===== src/rtl/ws2811_serial_decoder.sv =====
// ws2811_serial_decoder: decodes a WS2811 NRZ pulse stream into 24-bit GRB words and detects latch gaps.
// Define WS2811_DECODER_FORWARD_EN for pixel mode: decode word 0 only, forward the rest on o_serial_out.
module ws2811_serial_decoder #(
  parameter int BIT_THRESHOLD = 30,
  parameter int MIN_HIGH      = 5,
  parameter int RESET_CYCLES  = 2500
) (
  input  logic        i_clock,
  input  logic        i_reset,
  input  logic        i_enable,
  input  logic        i_serial_in,
  output logic [23:0] o_word,
  output logic        o_word_valid,
  output logic [7:0]  o_word_count,
  output logic        o_frame_done,
  output logic        o_error,
`ifdef WS2811_DECODER_FORWARD_EN
  output logic        o_serial_out,
`endif
  output logic [1:0]  o_db_estado
);
  // state | meaning
  // IDLE  | decoder disabled, partial word discarded
  // LOW   | line low, timing the gap
  // HIGH  | line high, timing the pulse
  // STUCK | line held high too long, waiting for it to drop
  typedef enum logic [1:0] {
    S_IDLE  = 2'b00,
    S_LOW   = 2'b01,
    S_HIGH  = 2'b10,
    S_STUCK = 2'b11
  } state_t;

  localparam int CW = $clog2(RESET_CYCLES + 1);
  localparam logic [CW-1:0] C_ONE       = CW'(1);
  localparam logic [CW-1:0] C_MIN_HIGH  = CW'(MIN_HIGH);
  localparam logic [CW-1:0] C_THRESHOLD = CW'(BIT_THRESHOLD);
  localparam logic [CW-1:0] C_LAST      = CW'(RESET_CYCLES - 1);

  logic          r_sync1, r_sync2;
  logic          w_line;
  state_t        r_state, w_state_nxt;
  logic [CW-1:0] r_high_cnt, w_high_nxt;
  logic [CW-1:0] r_low_cnt, w_low_nxt;
  logic [4:0]    r_bit_cnt, w_bit_cnt_nxt;
  logic [7:0]    r_word_cnt, w_word_cnt_nxt;
  logic [22:0]   r_shift, w_shift_nxt;
  logic [23:0]   r_word, w_word_nxt;
  logic [7:0]    r_word_count, w_word_count_nxt;
  logic          r_word_valid, w_valid_nxt;
  logic          r_frame_done, w_done_nxt;
  logic          r_error, w_error_nxt;
  logic          w_bit;
  logic          w_decode_en;

  assign w_line = r_sync2;

  function automatic logic [CW-1:0] sat_inc(input logic [CW-1:0] v);
    return (v == '1) ? v : v + C_ONE;
  endfunction

  always_comb begin
    w_state_nxt      = r_state;
    w_high_nxt       = r_high_cnt;
    w_low_nxt        = r_low_cnt;
    w_bit_cnt_nxt    = r_bit_cnt;
    w_word_cnt_nxt   = r_word_cnt;
    w_shift_nxt      = r_shift;
    w_word_nxt       = r_word;
    w_word_count_nxt = r_word_count;
    w_valid_nxt      = 1'b0;
    w_done_nxt       = 1'b0;
    w_error_nxt      = 1'b0;
    w_bit            = 1'b0;
    if (!i_enable) begin
      // disable wins over every in-flight event, including a gap in this same cycle
      w_state_nxt    = S_IDLE;
      w_high_nxt     = '0;
      w_low_nxt      = '0;
      w_bit_cnt_nxt  = '0;
      w_word_cnt_nxt = '0;
    end else begin
      case (r_state)
        S_IDLE: begin
          w_high_nxt  = '0;
          w_low_nxt   = '0;
          w_state_nxt = w_line ? S_STUCK : S_LOW;
        end
        S_LOW: begin
          if (w_line) begin
            w_state_nxt = S_HIGH;
            w_high_nxt  = C_ONE;
            w_low_nxt   = '0;
          end else begin
            w_low_nxt = sat_inc(r_low_cnt);
            if (r_low_cnt == C_LAST) begin
              w_error_nxt    = (r_bit_cnt != 5'd0);
              w_done_nxt     = (r_word_cnt != 8'd0);
              w_bit_cnt_nxt  = '0;
              w_word_cnt_nxt = '0;
            end
          end
        end
        S_HIGH: begin
          if (!w_line) begin
            w_state_nxt = S_LOW;
            w_low_nxt   = '0;
            w_high_nxt  = '0;
            w_bit       = (r_high_cnt >= C_THRESHOLD);
            if (r_high_cnt < C_MIN_HIGH) begin
              w_error_nxt = 1'b1;
            end else if (w_decode_en) begin
              w_shift_nxt = {r_shift[21:0], w_bit};
              if (r_bit_cnt == 5'd23) begin
                w_word_nxt       = {r_shift, w_bit};
                w_valid_nxt      = 1'b1;
                w_word_count_nxt = r_word_cnt;
                w_word_cnt_nxt   = (r_word_cnt == 8'hFF) ? r_word_cnt : r_word_cnt + 8'd1;
                w_bit_cnt_nxt    = '0;
              end else begin
                w_bit_cnt_nxt = r_bit_cnt + 5'd1;
              end
            end
          end else if (r_high_cnt == C_LAST) begin
            w_high_nxt    = sat_inc(r_high_cnt);
            w_error_nxt   = 1'b1;
            w_bit_cnt_nxt = '0;
            w_state_nxt   = S_STUCK;
          end else begin
            w_high_nxt = sat_inc(r_high_cnt);
          end
        end
        S_STUCK: begin
          if (!w_line) begin
            w_state_nxt = S_LOW;
            w_low_nxt   = '0;
          end
        end
        default: w_state_nxt = S_IDLE;
      endcase
    end
  end

  always_ff @(posedge i_clock) begin
    if (i_reset) begin
      r_sync1      <= 1'b0;
      r_sync2      <= 1'b0;
      r_state      <= S_IDLE;
      r_high_cnt   <= '0;
      r_low_cnt    <= '0;
      r_bit_cnt    <= '0;
      r_word_cnt   <= '0;
      r_shift      <= '0;
      r_word       <= '0;
      r_word_count <= '0;
      r_word_valid <= 1'b0;
      r_frame_done <= 1'b0;
      r_error      <= 1'b0;
    end else begin
      r_sync1      <= i_serial_in;
      r_sync2      <= r_sync1;
      r_state      <= w_state_nxt;
      r_high_cnt   <= w_high_nxt;
      r_low_cnt    <= w_low_nxt;
      r_bit_cnt    <= w_bit_cnt_nxt;
      r_word_cnt   <= w_word_cnt_nxt;
      r_shift      <= w_shift_nxt;
      r_word       <= w_word_nxt;
      r_word_count <= w_word_count_nxt;
      r_word_valid <= w_valid_nxt;
      r_frame_done <= w_done_nxt;
      r_error      <= w_error_nxt;
    end
  end

`ifdef WS2811_DECODER_FORWARD_EN
  logic r_fwd_armed, r_fwd_active, r_serial_out;
  logic w_fwd_stop;

  assign w_decode_en = (r_word_cnt == 8'd0);
  assign w_fwd_stop  = (w_state_nxt == S_IDLE) ||
                       (r_state == S_LOW && !w_line && r_low_cnt == C_LAST);

  // armed once word 0 completes; forwarding starts on the next rising line edge
  always_ff @(posedge i_clock) begin
    if (i_reset || w_fwd_stop) begin
      r_fwd_armed  <= 1'b0;
      r_fwd_active <= 1'b0;
      r_serial_out <= 1'b0;
    end else begin
      if (w_valid_nxt) begin
        r_fwd_armed <= 1'b1;
      end else if (r_fwd_armed && w_line) begin
        r_fwd_armed <= 1'b0;
      end
      if (r_fwd_armed && w_line) begin
        r_fwd_active <= 1'b1;
      end
      r_serial_out <= (r_fwd_active || r_fwd_armed) && w_line;
    end
  end

  assign o_serial_out = r_serial_out;
`else
  assign w_decode_en = 1'b1;
`endif

  assign o_word       = r_word;
  assign o_word_valid = r_word_valid;
  assign o_word_count = r_word_count;
  assign o_frame_done = r_frame_done;
  assign o_error      = r_error;
  assign o_db_estado  = r_state;

endmodule


===== config.mk =====
export PLATFORM = sky130hd
export DESIGN_NAME = ws2811_serial_decoder
export DESIGN_NICKNAME = d
export VERILOG_FILES = /design/src/rtl/ws2811_serial_decoder.sv
export SDC_FILE = /design/constraint.sdc
export NUM_CORES = 1
export LEC_CHECK = 0
export CAP_MARGIN = 30
export CORE_MARGIN = 4
export CORE_UTILIZATION = 40
export DETAILED_ROUTE_END_ITERATION = 6
export HOLD_SLACK_MARGIN = 0.12
export PLACE_DENSITY = 0.62
export SKIP_LAST_GASP = 1
export SYNTH_ARGS = -nofsm -noshare
export SYNTH_HDL_FRONTEND = slang
export SYNTH_SLANG_ARGS = --single-unit

===== constraint.sdc =====
create_clock -name i_clock -period 4.5 [get_ports i_clock]
set_input_delay 1.125 -clock i_clock [delete_from_list [all_inputs] [get_ports i_clock]]
set_output_delay 1.125 -clock i_clock [all_outputs]
set_load 0.05 [all_outputs]

# Word-level counts from Yosys, hierarchy flattened
# Index checks and enable logic that the tools add are counted.
[totals]
word_cells = 98
in_bits = 4
ff_bits = 99
[classes]
n_bitwise = 6
reduce_logical = 16
n_eq_ne = 22
muxes = 35
addsub = 4
order_cmp = 2
[op_table]
columns = ["op", "n"]
rows = [
  ["$mux 12", 6],
  ["$pmux 12 s3", 2],
  ["$eq 12x12->1 const B", 4],
  ["$mux 8", 6],
  ["$mux 5", 6],
  ["$add 12x1->12 const B", 2],
  ["$ne 2x2->1 const B", 9],
  ["$pmux 8 s2", 1],
  ["$ge 12x5->1 const B", 1],
  ["$lt 12x3->1 const B", 1],
  ["$ne 3x3->1 const B", 4],
  ["$mux 2", 5],
  ["$pmux 5 s2", 1],
  ["$reduce_and 5->1", 2],
  ["$reduce_or 5->1", 2],
  ["$add 8x1->8 const B", 1],
  ["$eq 8x8->1 const B", 1],
  ["$pmux 2 s4", 1],
  ["$reduce_bool 8->1", 1],
  ["$reduce_and 7->1", 1],
  ["$mux 1", 6],
  ["$not 1->1", 6],
  ["$reduce_and 3->1", 2],
  ["$add 5x1->5 const B", 1],
  ["other kinds (11)", 13],
]

# Logic depth before layout (Yosys ltp)
# Gate-level depths: netlist of the first run.
[logic_depth]
word_depth = 6
ltp_mapped = 10

# Least setup slack after synthesis of the first run
# OpenSTA, ideal clock, no wires.
[synth_path]
kind = "register to register"
from = "register r_state[1], in the netlist o_db_estado[1]"
to = "register r_word_count[2], in the netlist o_word_count[2]"
slack_ns = 2.008
stages_incl_launch_ff = 10
path_buffers = 3
required_ns = 4.430
arrival_time_ns = 2.421
path_cell_list = "dfxtp_1 -> ha_1 -> clkbuf_1 -> nand2b_1 -> a41oi_1 -> and3_1 -> clkbuf_1 -> buf_2 -> nand2_1 -> a21oi_1"
[synth_via]
elab_chain_cells = 2
[synth_lines]
columns = ["item", "line", "text"]
rows = [
  ["start: declaration", "42", "state_t r_state, w_state_nxt;"],
  ["start signal: assignment", "162", "r_state <= w_state_nxt;"],
  ["$eq 2x2->1", "83", "case (r_state)"],
  ["$reduce_and 5->1 (no line)", "n/a", ""],
  ["end signal: assignment", "169", "r_word_count <= w_word_count_nxt;"],
  ["end: declaration", "49", "logic [7:0] r_word_count, w_word_count_nxt;"],
]
# Every way passes these cells.
# A chain may end at the register's enable or synchronous reset.

# Worst setup path in the final report of the first run
[layout_path]
from = "input port i_enable"
to = "register r_word_cnt[2]"
[layout_via]
elab_chain_cells = 2
[layout_lines]
columns = ["item", "line", "text"]
rows = [
  ["start: declaration", "10", "input logic i_enable,"],
  ["$not 1->1 (no line)", "n/a", ""],
  ["$reduce_or 2->1 (no line)", "n/a", ""],
  ["end signal: assignment", "166", "r_word_cnt <= w_word_cnt_nxt;"],
  ["end: declaration", "46", "logic [7:0] r_word_cnt, w_word_cnt_nxt;"],
]
# Every way passes these cells.

==> impl_metrics.json, run 1 <==
{
  "placementRows": 37,
  "path_buf_inv": 1,
  "clock-sinks": 99,
  "hp-class": "reg -> reg",
  "clk_pin_slew_ns": 0.11,
  "startpoint": "i_enable",
  "syn_area_um2": 4360,
  "dr.pass1.iters": 4,
  "ys_ff_latch": 99,
  "avgSynthCellArea_um2": 8.16,
  "crit_fanout": 11,
  "htreeDepth": 3,
  "cpMaxStageDelayCell": "nor2b_1",
  "cp_top_family": "simple AND/OR/NAND/NOR gates",
  "crit_required_ns": 4.80,
  "drv_cap": 0,
  "crit_end": "r_word_cnt[2]",
  "power_leakage_uw": 0.00159,
  "setup_viol": 0,
  "area_growth_pct": 16.0,
  "antenna_found_initial": 0,
  "rsz0062_at_grt": "no",
  "drc": 0,
  "synthFlopType": "dfxtp_1",
  "slowest_delay_ns": 0.66,
  "finClkSkew_ns": 0.0222,
  "postCtsSetupRepairBufs": 0,
  "rr_endpoint": "o_word_count[5]",
  "vias": 3737,
  "fin_nets": 578,
  "final-hold-violation-count": 0,
  "tightest_slew_ns": 0.857,
  "drive_above_1_share": 0.0512,
  "synth_cells": 534,
  "grt_max_degree": 61,
  "worstSetupStartpointType": "primary input",
  "place_congestion": 0.812,
  "power.total_uw": 1530,
  "critPathCaptureType": "flop",
  "path_cells": "clkdlybuf4s50_1 > nor2b_1 > o21ai_1 > or4_1 > nand2_1",
  "synthTopCellsByArea": "dfxtp_1 (45%), nand2_1 (10%), a21oi_1 (7.8%)",
  "wl_per_cell_um": 13.5,
  "synth_edf_count": 0,
  "clockBufferDepth": 2,
  "final_cells": 702,
  "synthesis.nets": 551,
  "layout_min_cycle_time_ns": 2.98,
  "clk_latency_ns": 0.37,
  "layout_setup_ws_ns": 1.52,
  "final_cell_mix": "nand2_1 (118), dfxtp_1 (99), a21oi_1 (68), clkdlybuf4s50_1 (39), nor2_1 (35)",
  "ys_seq_area_frac": 0.455,
  "routed_wl_mm": 9.48,
  "max_freq_mhz": 336,
  "pre_cts_ws_ns": 1.13,
  "r2r_setup_slack_ns": 1.62,
  "cts_tree": "built",
  "slew_headroom": 0.429,
  "crit_type": "in -> reg",
  "cp.arrival_ns": 3.28,
  "status": "finished clean",
  "io_pins": 41,
  "fill_cells": 1066,
  "ant_nets": 0,
  "worstReg2RegStart": "o_db_estado[0]",
  "io_buffers": 40,
  "yosys.area.top_type": "dfxtp_1",
  "drt_iter0_drc": 257,
  "grt_pass1_vias": 3578,
  "place_area_um2": 4830,
  "start_util": 0.417,
  "fin_area_um2": 5060,
  "layout_commonest_cell": "nand2_1",
  "core_um2": 10500,
  "reg2reg_depth": 8,
  "synth_top_area_share": 0.455,
  "numCtsBuffers": 9,
  "power_density_nw_per_um2": 302,
  "die_x_um": 112,
  "grt_pass1_wl_mm": 16.2,
  "fin_tns_setup_ns": 0,
  "diodes": 0,
  "cts_hold_repair.buffers": 0,
  "timing.final.crit_share": 0.662,
  "grt-ovfl-total": 0,
  "vias_per_cell": 5.32,
  "yosys_warnings": 0,
  "cts_resized": 0,
  "ir_drop_uv": 138,
  "ys_types": 51,
  "cts-root-buf": "clkbuf_8",
  "worstSetupPathDepth": 5,
  "hpwl_mm": 6.44,
  "slew_violations": 0,
  "dieArea_um2": 12600,
  "die_y_um": 112,
  "synthArstFlopShare": 0,
  "track_usage": 0.152,
  "placed_cells": 685
}
-- report_power, final --
| part | total [uW] | internal [uW] | switching, uW |
|---|---|---|---|
| Clock | 593 | 270 | 323 |
| Combinational | 53.3 | 15.6 | 37.7 |
| Sequential | 882 | 878 | 3.86 |
-- registers in the layout (all words and copies together) (netlist names) --
| signal | cells |
|---|---|
| o_word_count | 8 |
| r_sync2 | 1 |
| r_high_cnt | 12 |
| r_sync1 | 1 |
| o_frame_done | 1 |
| r_low_cnt | 12 |
| r_word_cnt | 8 |
| o_word | 24 |
| r_bit_cnt | 5 |
| o_db_estado | 2 |
| r_shift | 23 |
| o_error | 1 |
| o_word_valid | 1 |
-- metal layers --
| metal | routed length [um] | GRT usage | vias to the layer above |
|---|---|---|---|
| li1 | - | - | 1916 |
| met1 | 4720 | 0.201 | 1737 |
| met2 | 4260 | 0.247 | 72 |
| met3 | 360 | 0.0275 | 12 |
| met4 | 139 | 0.0617 | 0 |
| met5 | 0 | 0 | - |
-- synth_stat cells, types with 9 or more instances --
cell and instances:
a21oi_1 68, clkbuf_1 20, dfxtp_1 99, ha_1 13
inv_1 13, nand2_1 118, nand3_1 17, nand4_1 14
nor2_1 35, o21ai_0 16, xnor2_1 9, xor2_1 10
-- cell type report --
type / count / area (um^2) / share of cell area
clock buffers: 10 / 128 / 0.0252
clock inverters: 6 / 76.3 / 0.0151
inverters: 13 / 48.8 / 0.00965
multi-input cells: 394 / 2220 / 0.438
flip-flops and latches: 99 / 1980 / 0.392
well taps: 136 / 170 / 0.0336
repair buffers: 44 / 438 / 0.0866
-- tightest hold or removal path: stages (launching register included) --
cell	delay, ns
dfxtp_1	0.33
nand2_1	0.05
a21oi_1	0.05
-- cells by family (layout without fill, tap and decap cells) --
logic type / Yosys count / after routing / share of synthesized area
and+or+nand+nor: 245 / 245 / 0.274
AOI/OAI and AO/OA: 113 / 113 / 0.149
DFF: 99 / 99 / 0.455
buffers and inverters: 41 / 73 / 0.0370
xor gates and xnor gates: 19 / 19 / 0.0382
adders and majority gates: 13 / 13 / 0.0373
muxes: 4 / 4 / 0.00919
-- stage by stage --
stage               hold WS, ns   util
floorplan                 0.414      -
global placement          0.434  0.462
detailed placement        0.429  0.462
CTS                       0.458  0.482
global route              0.462  0.483
finish                    0.457  0.483
-- worst min-delay path by stage --
stage / from / endpoint / slack (ns) / cells after the start
global route: r_sync1 / r_sync2 / 0.46 / 1
detailed placement: r_sync1 / r_sync2 / 0.43 / 1
floorplan: r_sync1 / r_sync2 / 0.41 / 1
global placement: r_sync1 / r_sync2 / 0.43 / 1
finish: r_shift[19] / o_word[20] / 0.46 / 2
CTS: r_sync1 / r_sync2 / 0.46 / 1
Power figures use the tool's default switching activity.
==> run 2, diff against run 1 <==
PLACE_DENSITY = 0.64   (was 0.62)
clock period = 2.74 ns   (was 4.5 ns; I/O delays follow)
==> run 2 against run 1 <==
  * Sequential power increased by 64%
  * Critical endpoint is now o_db_estado[0]
  * Highest routed layer unchanged
  * Critical path depth decreased by 4
  * Setup slack got worse by 1.2 ns
  * Final cell count increased by 1.3%
  * Flip-flop and latch count unchanged
  * Largest cell class unchanged
  * Hold slack about the same
  * Sequential share of layout area decreased by 0.36 points
  * Via count increased by 1.2%
  * Largest power group unchanged
  * Critical path type is now reg -> out
==> impl_metrics.json, run 2 (synthesis gave the netlist of run 1 again) <==
{
  "status": "finished clean",
  "final_cells": 711,
  "power_density_nw_per_um2": 482,
  "power.net_switching_uw": 635,
  "core_um2": 10500,
  "reg2reg_depth": 8,
  "path_cells": "clkdlybuf4s50_1",
  "hpwl_mm": 6.63,
  "clk_latency_ns": 0.38,
  "timing.final.crit_share": 0.871,
  "start_util": 0.417,
  "cp.arrival_ns": 1.70,
  "clock-sinks": 99,
  "area_growth_pct": 17.1,
  "slowest_delay_ns": 0.86,
  "layout_commonest_cell": "nand2_1",
  "dr.pass1.iters": 5,
  "io_buffers": 40,
  "path_buf_inv": 1,
  "rr_endpoint": "o_word_count[2]",
  "drc": 0,
  "crit_fanout": 7,
  "io_pins": 41,
  "die_x_um": 112,
  "clockBufferDepth": 2,
  "clk_pin_slew_ns": 0.10,
  "cpMaxStageDelayCell": "clkdlybuf4s50_1",
  "antenna_found_initial": 0,
  "cp_top_family": "buffers and inverters",
  "p_int_uw": 1820,
  "postCtsSetupRepairBufs": 0,
  "crit_required_ns": 2.06,
  "diodes": 0,
  "crit_end": "o_db_estado[0]",
  "numCtsBuffers": 9,
  "fin_nets": 587,
  "slew_headroom": 0.449,
  "worstSetupPathDepth": 1,
  "rsz0062_at_grt": "no",
  "critPathCaptureType": "output port",
  "die_y_um": 112,
  "placed_cells": 695,
  "ir_drop_uv": 281,
  "largest_register_ffs": 24,
  "track_usage": 0.151,
  "ant_nets": 0,
  "dieArea_um2": 12600,
  "power_frac_seq": 0.589,
  "final_cell_mix": "nand2_1 (118), dfxtp_1 (99), a21oi_1 (68), clkdlybuf4s50_1 (39), nor2_1 (35)",
  "cts_hold_repair.buffers": 0,
  "grt-ovfl-total": 0,
  "layout_min_cycle_time_ns": 2.39,
  "placementRows": 37,
  "worstReg2RegStart": "o_db_estado[0]",
  "final-hold-violation-count": 0,
  "grt_pass1_vias": 3516,
  "tightest_slew_ns": 0.816,
  "max_freq_mhz": 419,
  "grt_pass1_wl_mm": 16.2,
  "finClkSkew_ns": 0.0127,
  "cts_tree": "built",
  "startpoint": "o_db_estado[0]",
  "vias_per_cell": 5.32,
  "cts-root-buf": "clkbuf_8",
  "drv_cap": 0,
  "fin_tns_setup_ns": 0,
  "vias": 3781,
  "power_leakage_uw": 0.00162,
  "wl_per_cell_um": 13.3,
  "drive_above_1_share": 0.0678,
  "hp-class": "reg -> reg",
  "cts_resized": 0,
  "htreeDepth": 3,
  "crit_type": "reg -> out",
  "hold_start": "o_word[23]",
  "worstSetupStartpointType": "flop",
  "switching_share": 0.258,
  "pwr-share-clk": 0.375,
  "place_congestion": 0.825,
  "setup_viol": 0,
  "drt_iter0_drc": 229,
  "p_comb_frac": 0.036,
  "r2r_setup_slack_ns": 0.36,
  "grt_max_degree": 55,
  "slew_violations": 0,
  "routed_wl_mm": 9.49
}
[run 2: cell types whose count changed in the layout (fill, tap and decap cells not counted)]
cell / change
clkinv_8: +1
bufinv_16: -1
clkinv_4: +1
clkinvlp_4: +2
clkbuf_1: -1
buf_12: -1
inv_6: -3
buf_4: +10
inv_8: +1
[run 2: worst min path at each step]
stage,slack [ns],cells past startpoint,endpoint
CTS,0.46,2,o_word[23]
global route,0.47,1,r_sync2
global placement,0.42,1,r_sync2
floorplan,0.41,1,r_sync2
detailed placement,0.43,1,r_sync2
finish,0.46,2,o_word[23]
[run 2: power by group through the flow]
| stage | Sequential, uW | Clock [uW] | Combinational, uW |
|---|---|---|---|
| 3_5_place_dp | 1480 | 0 | 87.8 |
| 6_report | 1450 | 922 | 88.3 |
| 3_3_place_gp | 1480 | 0 | 87.1 |
| 4_1_cts | 1450 | 960 | 88.2 |
| 5_1_grt | 1450 | 1000 | 98.4 |
| 2_1_floorplan | 1490 | 0 | 55.6 |
[run 2: worst reg2reg max path, stage by stage, from the launching register on]
cell and delay (ns):
dfxtp_1 0.39, inv_1 0.11, ha_1 0.37, nand2b_1 0.21, a41oi_1 0.49, and3_1 0.27, buf_4 0.24, nand2_1 0.09
a21oi_1 0.14
[run 2: cell type report]
type | instances | area (um^2)
Multi-Input combinational cell | 394 | 2220
Tap cell | 136 | 170
Clock buffer | 9 | 124
Sequential cell | 99 | 1980
Inverter | 13 | 48.8
Timing Repair Buffer | 53 | 493
Fill cell | 1054 | 5360
Clock inverter | 7 | 71.3
[run 2: through the flow]
stage / setup slack (ns) / power [uW] / cell area (um^2) / hold slack, ns / util
after global routing: 0.0373 / 2550 / 5100 / 0.473 / 0.488
after detailed placement: 0.373 / 1570 / 4910 / 0.432 / 0.469
after floorplan: 0.248 / 1540 / 4360 / 0.414 / -
after CTS: 0.318 / 2500 / 5100 / 0.461 / 0.488
after global placement: 0.522 / 1570 / 4910 / 0.423 / 0.469
final: 0.354 / 2460 / 5100 / 0.457 / 0.488
[run 2: layer usage]
| metal | global-route usage | vias to the layer above | wire (um) |
|---|---|---|---|
| met1 | 0.198 | 1777 | 4560 |
| met5 | 0 | - | 0 |
| li1 | - | 1931 | - |
| met4 | 0.0505 | 0 | 132 |
| met3 | 0.0345 | 12 | 376 |
| met2 | 0.247 | 61 | 4420 |
